[config.mk]
export PLATFORM = sky130hd
export DESIGN_NAME = window_3x3_gen
export DESIGN_NICKNAME = d
export VERILOG_FILES = /design/src/rtl/window_3x3_gen.sv
export SDC_FILE = /design/constraint.sdc
export NUM_CORES = 1
export LEC_CHECK = 0
export ABC_AREA = 1
export CAP_MARGIN = 20
export CORE_MARGIN = 5
export CORE_UTILIZATION = 44
export CTS_CLUSTER_DIAMETER = 150
export DETAILED_ROUTE_END_ITERATION = 6
export MAX_ROUTING_LAYER = met4
export PLACE_DENSITY = 0.83
export SLEW_MARGIN = 20
export SYNTH_ARGS = -nofsm -noshare
export SYNTH_HDL_FRONTEND = slang
export SYNTH_SLANG_ARGS = --single-unit
[constraint.sdc]
create_clock -name clk -period 7 [get_ports clk]
set_clock_uncertainty 0.1 [all_clocks]
set_input_delay 0.7 -clock clk [delete_from_list [all_inputs] [get_ports clk]]
set_output_delay 0.7 -clock clk [all_outputs]
set_load 0.005 [all_outputs]
[src/rtl/window_3x3_gen.sv]
// Purpose : assembles three vertically aligned line-buffer taps into a 3x3 RGB888 window
//           for the Gaussian kernel stage.
// Latency : 1 cycle from an accepted valid_i to win_o/valid_o.
// Backpressure: none; gaps in valid_i simply hold all state.
// Optional: define WINDOW_EDGE_REPLICATE_EN to replicate the left-edge pixel so that
//           every accepted pixel produces a window (columns p0,p0,p0 then p0,p0,p1 ...).
// Ports   : clk/reset (sync, active-high); img_width/img_height sampled on the first
//           valid_i of a frame; valid_i + row0_i (oldest) / row1_i / row2_i (current line)
//           taps; valid_o + win_o (element 3*r+c at [PIX_W*k +: PIX_W]); frame_done_o pulse
//           coincident with the final window of the frame.
module window_3x3_gen #(
    parameter int PIX_W = 24,
    parameter int DIM_W = 11
) (
    input  logic               clk,
    input  logic               reset,
    input  logic [DIM_W-1:0]   img_width,
    input  logic [DIM_W-1:0]   img_height,
    input  logic               valid_i,
    input  logic [PIX_W-1:0]   row0_i,
    input  logic [PIX_W-1:0]   row1_i,
    input  logic [PIX_W-1:0]   row2_i,
    output logic               valid_o,
    output logic [9*PIX_W-1:0] win_o,
    output logic               frame_done_o
);

    typedef enum logic [1:0] {
        IDLE = 2'd0,
        RUN  = 2'd1,
        DONE = 2'd2
    } state_t;

    state_t             state_q, state_d;
    logic [DIM_W-1:0]   col_q, col_d;
    logic [DIM_W-1:0]   line_q, line_d;
    logic [DIM_W-1:0]   w_q, w_d;
    logic [DIM_W-1:0]   h_q, h_d;
    logic               valid_q, valid_d;
    // tap_q[c][r]: column c (0 = oldest/leftmost), row r (0 = oldest line)
    logic [PIX_W-1:0]   tap_q [3][3];

    // The pixel being accepted is either the first of a new frame (IDLE/DONE) or
    // a continuation of the running frame; resolve which counters/sizes apply.
    logic               start;
    logic [DIM_W-1:0]   cur_w, cur_h, cur_col, cur_line;
    logic [DIM_W-1:0]   last_col, last_line;
    logic               eol, eof, h_ok, win_ok;

    always_comb begin
        start    = (state_q != RUN);
        cur_w    = start ? img_width  : w_q;
        cur_h    = start ? img_height : h_q;
        cur_col  = start ? '0 : col_q;
        cur_line = start ? '0 : line_q;
        // Degenerate sizes: W<=1 means one pixel per line, H<3 means a single line.
        last_col  = (cur_w <= DIM_W'(1)) ? '0 : cur_w - DIM_W'(1);
        last_line = (cur_h >= DIM_W'(3)) ? cur_h - DIM_W'(3) : '0;
        eol       = (cur_col == last_col);
        eof       = eol && (cur_line == last_line);
        h_ok      = (cur_h >= DIM_W'(3));
`ifdef WINDOW_EDGE_REPLICATE_EN
        win_ok    = h_ok && (cur_w != '0);
`else
        win_ok    = h_ok && (cur_col >= DIM_W'(2));
`endif
    end

    // State register
    always_ff @(posedge clk) begin
        if (reset) begin
            state_q <= IDLE;
        end else begin
            state_q <= state_d;
        end
    end

    // Next-state logic; a pixel arriving in DONE starts the next frame directly.
    always_comb begin
        state_d = state_q;
        case (state_q)
            IDLE: begin
                if (valid_i) state_d = eof ? DONE : RUN;
            end
            RUN: begin
                if (valid_i && eof) state_d = DONE;
            end
            DONE: begin
                if (valid_i) state_d = eof ? DONE : RUN;
                else         state_d = IDLE;
            end
            default: state_d = IDLE;
        endcase
    end

    // Counter / size / valid next-state
    always_comb begin
        col_d   = col_q;
        line_d  = line_q;
        w_d     = w_q;
        h_d     = h_q;
        valid_d = 1'b0;
        if (valid_i) begin
            w_d     = cur_w;
            h_d     = cur_h;
            valid_d = win_ok;
            if (eof) begin
                col_d  = '0;
                line_d = '0;
            end else if (eol) begin
                col_d  = '0;
                line_d = cur_line + DIM_W'(1);
            end else begin
                col_d  = cur_col + DIM_W'(1);
                line_d = cur_line;
            end
        end
    end

    // Datapath registers; taps are not cleared at line wrap since valid_d
    // already masks windows that still contain the previous line's columns.
    always_ff @(posedge clk) begin
        if (reset) begin
            col_q   <= '0;
            line_q  <= '0;
            w_q     <= '0;
            h_q     <= '0;
            valid_q <= 1'b0;
            for (int c = 0; c < 3; c++) begin
                for (int r = 0; r < 3; r++) begin
                    tap_q[c][r] <= '0;
                end
            end
        end else begin
            col_q   <= col_d;
            line_q  <= line_d;
            w_q     <= w_d;
            h_q     <= h_d;
            valid_q <= valid_d;
            if (valid_i) begin
`ifdef WINDOW_EDGE_REPLICATE_EN
                if (cur_col == '0) begin
                    tap_q[0][0] <= row0_i;
                    tap_q[0][1] <= row1_i;
                    tap_q[0][2] <= row2_i;
                    tap_q[1][0] <= row0_i;
                    tap_q[1][1] <= row1_i;
                    tap_q[1][2] <= row2_i;
                end else begin
                    tap_q[0] <= tap_q[1];
                    tap_q[1] <= tap_q[2];
                end
`else
                tap_q[0] <= tap_q[1];
                tap_q[1] <= tap_q[2];
`endif
                tap_q[2][0] <= row0_i;
                tap_q[2][1] <= row1_i;
                tap_q[2][2] <= row2_i;
            end
        end
    end

    // Outputs
    always_comb begin
        valid_o      = valid_q;
        frame_done_o = (state_q == DONE);
        win_o        = '0;
        for (int r = 0; r < 3; r++) begin
            for (int c = 0; c < 3; c++) begin
                win_o[PIX_W*(3*r+c) +: PIX_W] = tap_q[c][r];
            end
        end
    end

endmodule

==> flow_metrics.tcl <==
set metrics [dict create \
    status "finished, final reports clean" \
    grt_pass1_wl_um 51200 \
    syn-cell-area_mm2 0.0120 \
    regToRegSetupSlack_ns 3.02 \
    syn_inst 1332 \
    drc 0 \
    start_kind "register" \
    final_cells 1999 \
    final_cell_mix "317 x inv_1, 314 x clkdlybuf4s50_1, 272 x nor2_1" \
    finalHoldViolCount 0 \
    drive_gt1_share_pct 4.76 \
    min_to "line_q[2]" \
    combPwrFrac_pct 13.6 \
    initial_utilization_pct 44.7 \
    setup_viol 0 \
    cts_hold_buf 0 \
    arrival_ns 4.30 \
    grt_pass1_vias 9353 \
    grt_overflow 0 \
    grt_antenna_before_repair 0 \
    reg2reg_from "state_q[0]" \
    io_pins 315 \
    vias 9693 \
    rsz0062_at_grt "no" \
    worstReg2RegEnd "line_q[9]" \
    final_common_cell "inv_1" \
    syn_to_final_growth_pct 35.9 \
    routabilityCongestion 0.878 \
    rows 60 \
    coreArea_mm2 0.0270 \
    yosysWarnings 0 \
    p_int_uw 2910 \
    clock_path_buffers 3 \
    cts_resized 0 \
    slew_headroom_pct 24.9 \
    viasPerCell 4.85 \
    die_x_um 175 \
    synth_async_sr_flop_share_pct 0 \
    cts-root-buf "clkbuf_16" \
    pwr-share-seq_pct 48.5 \
    total_power_uw 3810 \
    min_from "line_q[2]" \
    dieArea_mm2 0.0308 \
    power.density_mw_per_mm2 233 \
    min_path_type "reg -> reg" \
    fin_nets 1740 \
    synth.avg_cell_area_um2 9.04 \
    clkPwrFrac_pct 37.9 \
    r2r_cells 18 \
    yosysSeqAreaShare_pct 61.7 \
    synth-edff-count 216 \
    fin_crit_ns 3.98 \
    synth_nets 1435 \
    synth_ff_type "edfxtp_1" \
    postRouteAntennaNets 0 \
    io_buffers 314 \
    wire_per_inst_um 16.6 \
    worst_pin_slew_ns 1.12 \
    path_class "reg -> reg" \
    place_hpwl_um 24200 \
    endpoint_kind "register" \
    synth_cell_type_count 40 \
    cts_made_buffers 28 \
    hold_depth 2 \
    p_switching_uw 904 \
    critical_path.max_fanout 21 \
    vdd_ir_drop_max_v 0.000170 \
    drt_iter0_drc 939 \
    finalSetupTns_ns 0 \
    maxSlewViolCount 0 \
    antenna_cells 0 \
    wl_um 33100 \
    first_pass_iters 7 \
    cts.clk_slew.worst_paths_ns 0.07 \
    worstPathRequired_ns 7.32 \
    max-cap-violations 0 \
    period_share_pct 56.9 \
    clock_sinks 263 \
    power.leakage_uw 0.00706 \
    yosys_register_bits 263 \
    die_y_um 175 \
    dp_cells 1947 \
    track_usage_pct 21.2 \
    post-cts-setup-buffer-count 0 \
    netSwitchingFraction_pct 23.7 \
    cts_tree "done" \
    h-tree-depth 1 \
    fmax_ghz 0.251 \
    insertion_delay_ns 0.53 \
    grt_max_degree 146 \
]
worst max-delay path, cell delays in order (launching register included):
cell and delay [ns]:
dfxtp_1 0.79, inv_1 0.15, nor2_2 0.52, nand2_1 0.10, nand2_1 0.15, ha_1 0.22
nand3_1 0.09, nor2_1 0.09, nand2_1 0.05, nand3_1 0.50, nand2_1 0.16, nand2_1 0.14
nand2_1 0.06, nor2_1 0.10, nand3_1 0.10, nor2_2 0.24, a21oi_2 0.14, nand3_1 0.10
nand2_1 0.05
sequential cells by signal (all words and copies together) (netlist names):
register and cells:
col_q 11, h_q 11, line_q 11, state_q 2, tap_q 216, valid_o 1, w_q 11
cell usage after synthesis (11+ instances only):
cell	instances	share of area, %
clkbuf_1	28	0.87
dfxtp_1	47	7.8
edfxtp_1	216	54
inv_1	318	9.9
nand2_1	229	7.1
nand3_1	67	2.8
nor2_1	272	8.5
o21ai_0	11	0.46
o22ai_1	32	1.7
xor2_1	16	1.2
how the worst max path moves through the flow:
stage                          start           to  slack, ns
final                     state_q[0]    line_q[9]       3.02
after global routing      state_q[0]     col_q[9]       2.48
after CTS                 state_q[0]    line_q[5]       3.05
after detailed placement  state_q[0]    line_q[5]       3.09
after global placement    state_q[0]    col_q[10]       3.24
after floorplan              valid_i  tap_q[0][0]       0.28
cell type report:
class / instances / area, µm²
inverters: 323 / 1220
fillers: 2175 / 10600
multi-input cells: 703 / 3200
clock inverters: 13 / 126
flip-flops and latches: 263 / 7430
clock buffers: 38 / 781
repair buffers: 318 / 3190
well taps: 341 / 427
routing by layer:
layer  vias to the layer above  GRT usage [%]  share of wire (%)
li1                       4726              -                  -
met5                         -              -                  0
met4                         0           6.92                3.8
met2                       423           36.2                 49
met1                      4465           25.7                 39
met3                        79           3.92                7.9
cells by family after synthesis:
logic type | after synthesis | share of synthesized area, %
AO/OA/AOI/OAI | 59 | 2.99
XOR/XNOR | 17 | 1.24
adder cells (fa/ha/maj) | 6 | 0.623
buffers and inverters | 366 | 11.8
flip-flops | 263 | 61.7
AND/OR/NAND/NOR | 621 | 21.7
metrics by stage:
stage | util, % | hold slack [ns] | area (µm²) | worst slack (ns)
3_3_place_gp | 57.3 | 0.337 | 15400 | 3.24
4_1_cts | 60.7 | 0.353 | 16300 | 3.05
3_5_place_dp | 57.3 | 0.339 | 15400 | 3.09
5_1_grt | 60.8 | 0.369 | 16400 | 2.48
6_report | 60.8 | 0.351 | 16400 | 3.02
2_1_floorplan | - | 0.326 | 12100 | 0.284
power groups by stage:
| stage | clock, µW | combinational (µW) | sequential (µW) |
|---|---|---|---|
| 2_1_floorplan | 0 | 214 | 1890 |
| 3_3_place_gp | 0 | 508 | 1870 |
| 5_1_grt | 1550 | 568 | 1860 |
| 6_report | 1450 | 520 | 1850 |
| 3_5_place_dp | 0 | 517 | 1880 |
| 4_1_cts | 1470 | 521 | 1850 |
Note: power is estimated with default switching activity, not from simulation.
